[src/rtl/e203_fpu_ctrl.sv]
// e203_fpu_ctrl
// Issue and sequencing controller that sits between FPU decode and the shared
// FPU datapath. It accepts one decoded float op at a time. A 32-entry FP
// register scoreboard blocks RAW and WAW hazards. The dynamic rounding mode is
// resolved at acceptance. The op then runs request -> response -> writeback
// handshakes. The controller also tracks FLW loads in flight in the LSU and
// accumulates sticky fflags for the CSR unit.
//
// Ports:
//   clk, rst            core clock, synchronous active-high reset
//   i_*                 decoded op handshake (i_valid/i_ready) and op fields
//   csr_frm             dynamic rounding mode, sampled only at acceptance
//   fpu_req_*           request channel to the datapath
//   fpu_rsp_*           response channel from the datapath (with fflags)
//   wbck_*              writeback request; wbck_illegal marks a bad rm
//   ld_set_*, ld_clr_*  FLW issue / FLW writeback scoreboard updates
//   sb_pend             scoreboard pending bits, exported to the LSU
//   fflags_acc          sticky accumulated exception flags
//   fflags_clr          CSR write that clears the accumulator
//   busy                controller is not idle
module e203_fpu_ctrl #(
    parameter int ITAG_W = 1,
    parameter int NFREG  = 32
) (
    input  logic              clk,
    input  logic              rst,
    input  logic              i_valid,
    output logic              i_ready,
    input  logic [4:0]        i_ftype,
    input  logic [2:0]        i_rm,
    input  logic              i_frs1en,
    input  logic              i_frs2en,
    input  logic              i_frs3en,
    input  logic              i_frdwen,
    input  logic [4:0]        i_frs1idx,
    input  logic [4:0]        i_frs2idx,
    input  logic [4:0]        i_frs3idx,
    input  logic [4:0]        i_frdidx,
    input  logic              i_rs1fpu,
    input  logic              i_rs2fpu,
    input  logic              i_rs3fpu,
    input  logic              i_rdfpu,
    input  logic [ITAG_W-1:0] i_itag,
    input  logic [2:0]        csr_frm,
    output logic              fpu_req_valid,
    input  logic              fpu_req_ready,
    output logic [4:0]        fpu_req_ftype,
    output logic [2:0]        fpu_req_rm,
    input  logic              fpu_rsp_valid,
    output logic              fpu_rsp_ready,
    input  logic [4:0]        fpu_rsp_fflags,
    output logic              wbck_valid,
    input  logic              wbck_ready,
    output logic              wbck_rdfpu,
    output logic              wbck_rdwen,
    output logic [4:0]        wbck_rdidx,
    output logic [ITAG_W-1:0] wbck_itag,
    output logic              wbck_illegal,
    input  logic              ld_set_valid,
    input  logic [4:0]        ld_set_idx,
    input  logic              ld_clr_valid,
    input  logic [4:0]        ld_clr_idx,
    output logic [NFREG-1:0]  sb_pend,
    output logic [4:0]        fflags_acc,
    input  logic              fflags_clr,
    output logic              busy
);

    typedef enum logic [1:0] {
        ST_IDLE,
        ST_REQ,
        ST_RSP,
        ST_WB
    } state_t;

    state_t              state;
    logic [4:0]          lat_ftype;
    logic [2:0]          lat_rm;
    logic                lat_rdwen;
    logic                lat_rdfpu;
    logic [4:0]          lat_rdidx;
    logic [ITAG_W-1:0]   lat_itag;
    logic                lat_illegal;
    logic [NFREG-1:0]    sb_q;
    logic [NFREG-1:0]    sb_set;
    logic [NFREG-1:0]    sb_clr;
    logic                hazard;
    logic [2:0]          rm_eff;
    logic                rm_illegal;
    logic                accept;
    logic                rsp_fire;
    logic                wb_fire;

    // Integer-file operands and destinations never touch the FP scoreboard.
    assign hazard = (i_frs1en & i_rs1fpu & sb_q[i_frs1idx])
                  | (i_frs2en & i_rs2fpu & sb_q[i_frs2idx])
                  | (i_frs3en & i_rs3fpu & sb_q[i_frs3idx])
                  | (i_frdwen & i_rdfpu  & sb_q[i_frdidx]);

    // rm = 111 selects the dynamic mode; 101/110/111 are reserved encodings.
    assign rm_eff     = (i_rm == 3'b111) ? csr_frm : i_rm;
    assign rm_illegal = rm_eff[2] & (rm_eff[1] | rm_eff[0]);

    assign i_ready  = (state == ST_IDLE) & ~hazard;
    assign accept   = i_valid & i_ready;
    assign rsp_fire = (state == ST_RSP) & fpu_rsp_valid;
    assign wb_fire  = (state == ST_WB) & wbck_ready;

    assign fpu_req_valid = (state == ST_REQ);
    assign fpu_req_ftype = lat_ftype;
    assign fpu_req_rm    = lat_rm;
    assign fpu_rsp_ready = (state == ST_RSP);
    assign wbck_valid    = (state == ST_WB);
    assign wbck_rdfpu    = lat_rdfpu;
    assign wbck_rdwen    = lat_rdwen & ~lat_illegal;
    assign wbck_rdidx    = lat_rdidx;
    assign wbck_itag     = lat_itag;
    assign wbck_illegal  = lat_illegal;
    assign sb_pend       = sb_q;
    assign busy          = (state != ST_IDLE);

    // The writeback clear only applies when this op actually set its bit.
    // Otherwise an integer-destination op could wipe a pending FLW bit with
    // the same index.
    always_comb begin
        sb_set = '0;
        sb_clr = '0;
        if (wb_fire & lat_rdwen & lat_rdfpu & ~lat_illegal) begin
            sb_clr[lat_rdidx] = 1'b1;
        end
        if (ld_clr_valid) begin
            sb_clr[ld_clr_idx] = 1'b1;
        end
        if (accept & i_frdwen & i_rdfpu & ~rm_illegal) begin
            sb_set[i_frdidx] = 1'b1;
        end
        if (ld_set_valid) begin
            sb_set[ld_set_idx] = 1'b1;
        end
    end

    // Clears are applied before sets, so a same-cycle set wins.
    always_ff @(posedge clk) begin
        if (rst) begin
            sb_q <= '0;
        end else begin
            sb_q <= (sb_q & ~sb_clr) | sb_set;
        end
    end

    // A CSR clear in the same cycle as a response keeps only the new flags.
    always_ff @(posedge clk) begin
        if (rst) begin
            fflags_acc <= '0;
        end else if (rsp_fire) begin
            fflags_acc <= (fflags_clr ? 5'd0 : fflags_acc) | fpu_rsp_fflags;
        end else if (fflags_clr) begin
            fflags_acc <= '0;
        end
    end

    // Illegal ops skip the datapath and go straight to writeback. Latched
    // fields only change on acceptance, so they hold while a handshake stalls.
    always_ff @(posedge clk) begin
        if (rst) begin
            state       <= ST_IDLE;
            lat_ftype   <= '0;
            lat_rm      <= '0;
            lat_rdwen   <= 1'b0;
            lat_rdfpu   <= 1'b0;
            lat_rdidx   <= '0;
            lat_itag    <= '0;
            lat_illegal <= 1'b0;
        end else begin
            case (state)
                ST_IDLE: begin
                    if (accept) begin
                        lat_ftype   <= i_ftype;
                        lat_rm      <= rm_eff;
                        lat_rdwen   <= i_frdwen;
                        lat_rdfpu   <= i_rdfpu;
                        lat_rdidx   <= i_frdidx;
                        lat_itag    <= i_itag;
                        lat_illegal <= rm_illegal;
                        state       <= rm_illegal ? ST_WB : ST_REQ;
                    end
                end
                ST_REQ: begin
                    if (fpu_req_ready) begin
                        state <= ST_RSP;
                    end
                end
                ST_RSP: begin
                    if (fpu_rsp_valid) begin
                        state <= ST_WB;
                    end
                end
                ST_WB: begin
                    if (wbck_ready) begin
                        state <= ST_IDLE;
                    end
                end
                default: state <= ST_IDLE;
            endcase
        end
    end

endmodule
[config.mk]
export PLATFORM = sky130hd
export DESIGN_NAME = e203_fpu_ctrl
export DESIGN_NICKNAME = d
export VERILOG_FILES = /design/src/rtl/e203_fpu_ctrl.sv
export SDC_FILE = /design/constraint.sdc
export NUM_CORES = 1
export LEC_CHECK = 0
export BUFFER_PORTS_ARGS = -buffer_cell sky130_fd_sc_hd__buf_4
export CORE_MARGIN = 2
export CORE_UTILIZATION = 53
export DETAILED_ROUTE_END_ITERATION = 8
export PLACE_DENSITY = 0.81
export REMOVE_ABC_BUFFERS = 1
export SYNTH_ARGS = -nofsm -noshare
export SYNTH_HDL_FRONTEND = slang
export SYNTH_SLANG_ARGS = --single-unit
export TNS_END_PERCENT = 100
[constraint.sdc]
create_clock -name clk -period 3.6 [get_ports clk]
set_clock_uncertainty 0.05 [all_clocks]
set_input_delay 0.18 -clock clk [delete_from_list [all_inputs] [get_ports clk]]
set_output_delay 0.18 -clock clk [all_outputs]
set_load 0.01 [all_outputs]
==> results of run 1 <==
power breakdown:
part	total (mW)	switching (mW)	internal [mW]
Clock	0.388	0.240	0.148
Sequential	0.722	0.0559	0.666
Combinational	0.707	0.390	0.317
Total	1.82	0.686	1.13
flip-flops by register name (all words and copies together) (netlist names), 2 cells and up:
register and count:
fpu_req_rm 3, wbck_rdidx 5, fflags_acc 5, sb_pend 32, state 2, fpu_req_ftype 5
cell families after synthesis:
logic type | synth area share [%]
AO/OA/AOI/OAI | 22.0
adder cells (fa/ha/maj) | 1.45
buffers and inverters | 6.23
flip-flops | 26.1
multiplexers | 21.5
AND/OR/NAND/NOR | 22.7
placed cells by master (no fill, tap or decap), drive strengths merged, types with 5 or more instances in the layout:
| cell type | synthesis | final |
|---|---|---|
| o21bai | 13 | 13 |
| or2 | 7 | 7 |
| mux2i | 35 | 35 |
| buf | 13 | 131 |
| nor3b | 5 | 5 |
| clkbuf | 23 | 5 |
| nand2 | 24 | 24 |
| nand3b | 16 | 16 |
| mux4 | 20 | 20 |
| nor2b | 9 | 9 |
| o22ai | 17 | 17 |
| dfxtp | 56 | 56 |
| inv | 12 | 15 |
| a221oi | 7 | 7 |
| a31oi | 21 | 21 |
| mux2 | 10 | 10 |
| a32oi | 5 | 5 |
| ha | 5 | 5 |
| nor2 | 70 | 70 |
| nand3 | 14 | 14 |
| nand4 | 7 | 7 |
| a21oi | 15 | 15 |
| nor3 | 10 | 10 |
| o21ai | 48 | 48 |
through the flow:
step	instance area, um^2	utilization, %	hold WS (ps)	instances
3_3_place_gp	5200	66.6	364	698
5_1_grt	5300	67.9	46.2	706
2_1_floorplan	4080	-	196	465
3_5_place_dp	5200	66.6	378	698
6_report	5300	67.9	33.0	706
4_1_cts	5300	67.9	33.5	706
critical path: stages (launching register included):
cell and delay (ps):
dfxtp_1 410, mux4_1 540, mux2_2 270, a221o_1 350, a32o_1 270, and4bb_1 330
buf_12 200, nand4_4 190, o21ai_0 280
metal layers:
| layer | global-route usage, % | vias to the layer above |
|---|---|---|
| li1 | - | 2100 |
| met4 | 15.3 | 0 |
| met5 | 0 | - |
| met2 | 55.2 | 376 |
| met3 | 7.14 | 48 |
| met1 | 50.6 | 2273 |
worst paths after layout:
check	to	cells past startpoint	start
hold / removal	fpu_req_ftype[1]$_SDFFE_PP0P_	3	i_ftype[1]
setup reg to reg	sb_pend[7]$_SDFF_PP0_	8	sb_pend[13]$_SDFF_PP0_
setup / recovery	sb_pend[7]$_SDFF_PP0_	8	sb_pend[13]$_SDFF_PP0_
hold reg to reg	fpu_req_rm[2]$_SDFFE_PP0P_	2	fpu_req_rm[2]$_SDFFE_PP0P_
cell type report:
class                      instances  share of cell area [%]
multi-input combinational        397                    54.9
sequential                        56                    21.2
timing repair buffer             131                    18.8
tap                              102                    2.41
clock buffer                       5                    1.30
inverter                          12                   0.850
clock inverter                     3                   0.543
==> impl_metrics.env, run 1 <==
export IMPL_place_gp_congestion=1.07
export IMPL_syn_area_um2=4300
export IMPL_die_h_um=94.1
export IMPL_hold_class="in -> reg"
export IMPL_clock_latency_ps=330
export IMPL_drv_cap=0
export IMPL_yosys_cell_types_count=58
export IMPL_routed_wl_um=16200
export IMPL_status="finished clean"
export IMPL_drive_gt1_share_pct=31.0
export IMPL_fin_crit_sh_pct=83.2
export IMPL_dr_max_layer_used="met4"
export IMPL_grt_pass1_vias=4469
export IMPL_core_area_um2=7810
export IMPL_io_buffers=122
export IMPL_yosys_top_cells_count="nor2_1, dfxtp_1, mux2i_1, o21ai_0, nand2_1"
export IMPL_n_fill_cell=654
export IMPL_start_util_pct=55.1
export IMPL_antenna_found_initial=0
export IMPL_fin_tns_setup_ps=0
export IMPL_path_clk_slew_ps=120
export IMPL_wl_met1_um=6610
export IMPL_areaGrowthSynthToFinish_pct=23.2
export IMPL_p_per_area_nw_per_um2=343
export IMPL_dieArea_um2=8850
export IMPL_critPathKind="reg -> reg"
export IMPL_synth_area_leaders="dfxtp_1, mux4_2, mux2i_1"
export IMPL_r2r_slack_ps=600
export IMPL_yosysTopAreaCellShare_pct=26.1
export IMPL_num_antenna_cells=0
export IMPL_synth_edf_count=0
export IMPL_io_pins=123
export IMPL_synthFlopType="dfxtp_1"
export IMPL_numCtsBuffers=5
export IMPL_p_leak_nw=2.20
export IMPL_dr_wl_met3_um=1780
export IMPL_syn_avg_cell_area_um2=8.58
export IMPL_critPathMaxFanout=19
export IMPL_cts_setup_buffers=0
export IMPL_fmax_ghz=0.334
export IMPL_final_hold_viol_count=0
export IMPL_drcViolationCount=0
export IMPL_max_slew_margin_rel_pct=51.9
export IMPL_yosysMostFrequentCell="nor2_1"
export IMPL_ir_drop_v=0.000308
export IMPL_multi_input_area_um2=2910
export IMPL_post_drt_wl_per_cell_um=22.9
export IMPL_setup_violations=0
export IMPL_ys_ff_latch=56
export IMPL_start_kind="register"
export IMPL_num_vias=4797
export IMPL_grt_pass1_wl_um=24600
export IMPL_root_buffer="clkbuf_8"
export IMPL_finish_net_count=672
export IMPL_grt_max_degree=58
export IMPL_yosysWarningCount=0
export IMPL_synth_seq_area_share_pct=26.1
export IMPL_routed_wl_met2_um=7250
export IMPL_cp_data_arrival_time_ps=3180
export IMPL_track_usage_pct=36.4
export IMPL_tightestPinTransition_ps=720
export IMPL_htreeDepth=2
export IMPL_total_power_mw=1.82
export IMPL_overflow=0
export IMPL_cts_buffer_depth=2
export IMPL_ctsHoldBuffers=0
export IMPL_report_final_slew_viol_count=0
export IMPL_ant_nets=0
export IMPL_dr_pass1_iters=7
export IMPL_detailedRoute_firstIterationViolations=544
export IMPL_setup_worst_path_end_class="register"
export IMPL_cts_resized=0
export IMPL_rsz0062_at_grt="no"
export IMPL_post_place_ws_ps=628
export IMPL_cts_tree="built"
export IMPL_dieWidth_um=94.1
export IMPL_regArea_um2=1120
export IMPL_synth_async_reset_ratio_pct=0
export IMPL_syn_inst=501
export IMPL_post_drt_via_cell_ratio=6.79
export IMPL_clkSinkCount=56
export IMPL_post_route_min_period_ps=3000
export IMPL_crit_required_ps=3780
export IMPL_dpl_hpwl_um=12100
export IMPL_rows=32
export IMPL_worst_slack_ps=605
export IMPL_synth_largest_area_cell="dfxtp_1"
Power figures use the tool's default switching activity.
==> run 2, diff against run 1 <==
Settings changed: ABC_AREA set to 1, CORE_UTILIZATION 53 to 49, PLACE_DENSITY 0.81 to 0.78.
Clock period 3.6 ns to 2.45 ns, I/O delays scaled along.
==> impl_metrics.env, run 2 <==
export IMPL_status="finished clean"
export IMPL_synthFlopType="dfxtp_1"
export IMPL_post_place_ws_ps=381
export IMPL_cp_slowest_cell="dfxtp_1"
export IMPL_p_per_area_nw_per_um2=510
export IMPL_yosys_cell_types_count=32
export IMPL_track_usage_pct=36.7
export IMPL_final_hold_viol_count=0
export IMPL_final_cell_mix="nand2_1, buf_4, nand3_1, a21oi_1, inv_1"
export IMPL_finish_net_count=971
export IMPL_post_drt_via_cell_ratio=6.13
export IMPL_numCtsBuffers=5
export IMPL_grt_max_degree=49
export IMPL_start_util_pct=50.5
export IMPL_num_antenna_cells=0
export IMPL_overflow=0
export IMPL_cp_data_arrival_time_ps=2330
export IMPL_report_final_slew_viol_count=0
export IMPL_cts_buffer_depth=2
export IMPL_routed_wl_met2_um=7960
export IMPL_post_drt_wl_per_cell_um=18.3
export IMPL_start_kind="register"
export IMPL_ys_ff_latch=56
export IMPL_critPathMaxFanout=14
export IMPL_dieWidth_um=102
export IMPL_synth_async_reset_ratio_pct=0
export IMPL_cp_slowest_stage_delay_ps=400
export IMPL_syn_area_um2=4660
export IMPL_syn_avg_cell_area_um2=5.84
export IMPL_dr_pass1_iters=7
export IMPL_drive_gt1_share_pct=17.1
export IMPL_internal_power_mw=1.74
export IMPL_p_clk_share_pct=21.1
export IMPL_synth_largest_area_cell="dfxtp_1"
export IMPL_cts_setup_buffers=0
export IMPL_p_seq_share_pct=37.2
export IMPL_detailedRoute_firstIterationViolations=961
export IMPL_crit_required_ps=2580
export IMPL_grt_pass1_vias=5917
export IMPL_crit_top_cell="a21oi_1"
export IMPL_worst_slack_ps=253
export IMPL_wl_met1_um=6820
export IMPL_fin_crit_sh_pct=89.7
export IMPL_rows=35
export IMPL_worstPathCellList="ha_1 -> nand4_1 -> inv_1 -> nand4_1 -> o21ai_0 -> a21oi_1 -> a21oi_1 -> a21oi_1"
export IMPL_clkSinkCount=56
export IMPL_critPathKind="reg -> reg"
export IMPL_cts_tree="built"
export IMPL_p_switching_mw=1.15
export IMPL_ant_nets=0
export IMPL_die_h_um=102
export IMPL_dr_max_layer_used="met4"
export IMPL_yosysWarningCount=0
export IMPL_tightestPinTransition_ps=708
export IMPL_dieArea_um2=10300
export IMPL_drcViolationCount=0
export IMPL_fin_tns_setup_ps=0
export IMPL_pwr_share_comb_pct=41.7
export IMPL_clock_latency_ps=310
export IMPL_setup_worst_path_end_class="register"
export IMPL_path_delay_family="compound AO/OA/AOI/OAI gates"
export IMPL_antenna_found_initial=0
export IMPL_dpl_hpwl_um=13500
export IMPL_grt_pass1_wl_um=29600
export IMPL_post_route_min_period_ps=2200
export IMPL_core_area_um2=9240
export IMPL_syn_inst=799
export IMPL_rsz0062_at_grt="no"
export IMPL_synth_seq_area_share_pct=24.0
export IMPL_yosysMostFrequentCell="nand2_1"
export IMPL_routed_wl_um=18900
export IMPL_crit_buf_inv=1
export IMPL_yosysTopAreaCellShare_pct=24.0
export IMPL_switching_share_pct=39.8
export IMPL_synth_area_leaders="dfxtp_1, nand2_1, nand3_1"
export IMPL_final_common_cell="nand2_1"
export IMPL_path_clk_slew_ps=100
export IMPL_yosys_top_cells_count="nand2_1, nand3_1, a21oi_1, inv_1, nor2_1"
export IMPL_fmax_ghz=0.455
export IMPL_synth_edf_count=0
export IMPL_p_leak_nw=2.48
export IMPL_io_buffers=122
export IMPL_hold_class="in -> reg"
export IMPL_htreeDepth=2
export IMPL_ir_drop_v=0.000469
export IMPL_areaGrowthSynthToFinish_pct=21.7
export IMPL_io_pins=123
export IMPL_place_gp_congestion=1.00
export IMPL_largest_register_ffs=32
export IMPL_dr_wl_met3_um=2960
export IMPL_num_vias=6324
export IMPL_max_slew_margin_rel_pct=52.6
export IMPL_setup_violations=0
export IMPL_drv_cap=0
export IMPL_root_buffer="clkbuf_8"
[run 2: cell count changes in the layout (fill, tap and decap cells not counted), sizes merged, moves of 20 or more]
cell | previous run | this run
mux4 | 20 | 0
nand4 | 7 | 38
nand3 | 14 | 109
a21oi | 15 | 85
nor3 | 10 | 36
nand2 | 24 | 230
o21ai | 48 | 28
inv | 15 | 85
mux2i | 35 | 0
[run 2: final timing paths]
| path | cells after the start | end | slack, ps | startpoint |
|---|---|---|---|---|
| max | 8 | sb_pend[30]$_SDFF_PP0_ | 250 | state[0]$_SDFFE_PP0P_ |
| min | 3 | fflags_acc[3]$_SDFF_PP0_ | 8 | fpu_rsp_fflags[3] |
| max reg2reg | 8 | sb_pend[30]$_SDFF_PP0_ | 250 | state[0]$_SDFFE_PP0P_ |
| min reg2reg | 2 | lat_rdwen$_SDFFE_PP0P_ | 420 | lat_rdwen$_SDFFE_PP0P_ |
[run 2: power groups by stage]
stage	clock (mW)	combinational (mW)	sequential [mW]
2_1_floorplan	0	0.636	1.10
3_3_place_gp	0	1.16	1.09
3_5_place_dp	0	1.18	1.09
4_1_cts	0.618	1.19	1.07
5_1_grt	0.661	1.33	1.09
6_report	0.612	1.21	1.08
[run 2: metrics by stage]
stage          cells  hold slack, ps  area [um^2]  util, %  power [mW]
5_1_grt         1032           0.159         5680     61.4        3.08
6_report        1032            7.82         5680     61.4        2.90
3_5_place_dp    1023             336         5560     60.1        2.27
3_3_place_gp    1023             323         5560     60.1        2.25
2_1_floorplan    762             142         4390        -        1.74
4_1_cts         1031            2.28         5670     61.3        2.88
[run 2: layout make-up]
cell class / instances / area, um^2
fillers: 889 / 3560
flip-flops and latches: 56 / 1120
clock inverters: 2 / 35.0
multi-input cells: 621 / 2950
clock buffers: 6 / 72.6
well taps: 129 / 161
inverters: 85 / 327
repair buffers: 133 / 1010
[run 2: per-layer routing]
layer  vias up  track usage, %
met5         -               0
met4         0            18.6
met3       133            7.66
met2       551            58.4
met1      2742            46.8
li1       2898               -
[run 2: timing repair]
item / in CTS / in global routing
hold buffers: 0 / 1
setup endpoints to repair: 0 / 0
endpoints found under the hold margin: 0 / 1
gates resized for setup: 0 / 0
[run 2: cells by family (layout without fill, tap and decap cells)]
logic type / Yosys count / after routing / share of synthesized area, %
and+or+nand+nor: 477 / 477 / 45.1
DFF: 56 / 56 / 24.0
AOI/OAI and AO/OA: 139 / 139 / 16.6
adders and majority gates: 5 / 5 / 1.34
buffers and inverters: 122 / 226 / 12.9
[run 2: tightest hold or removal path, stage by stage]
cell and delay (ps):
buf_4 110, nand2_1 50, a21oi_1 50
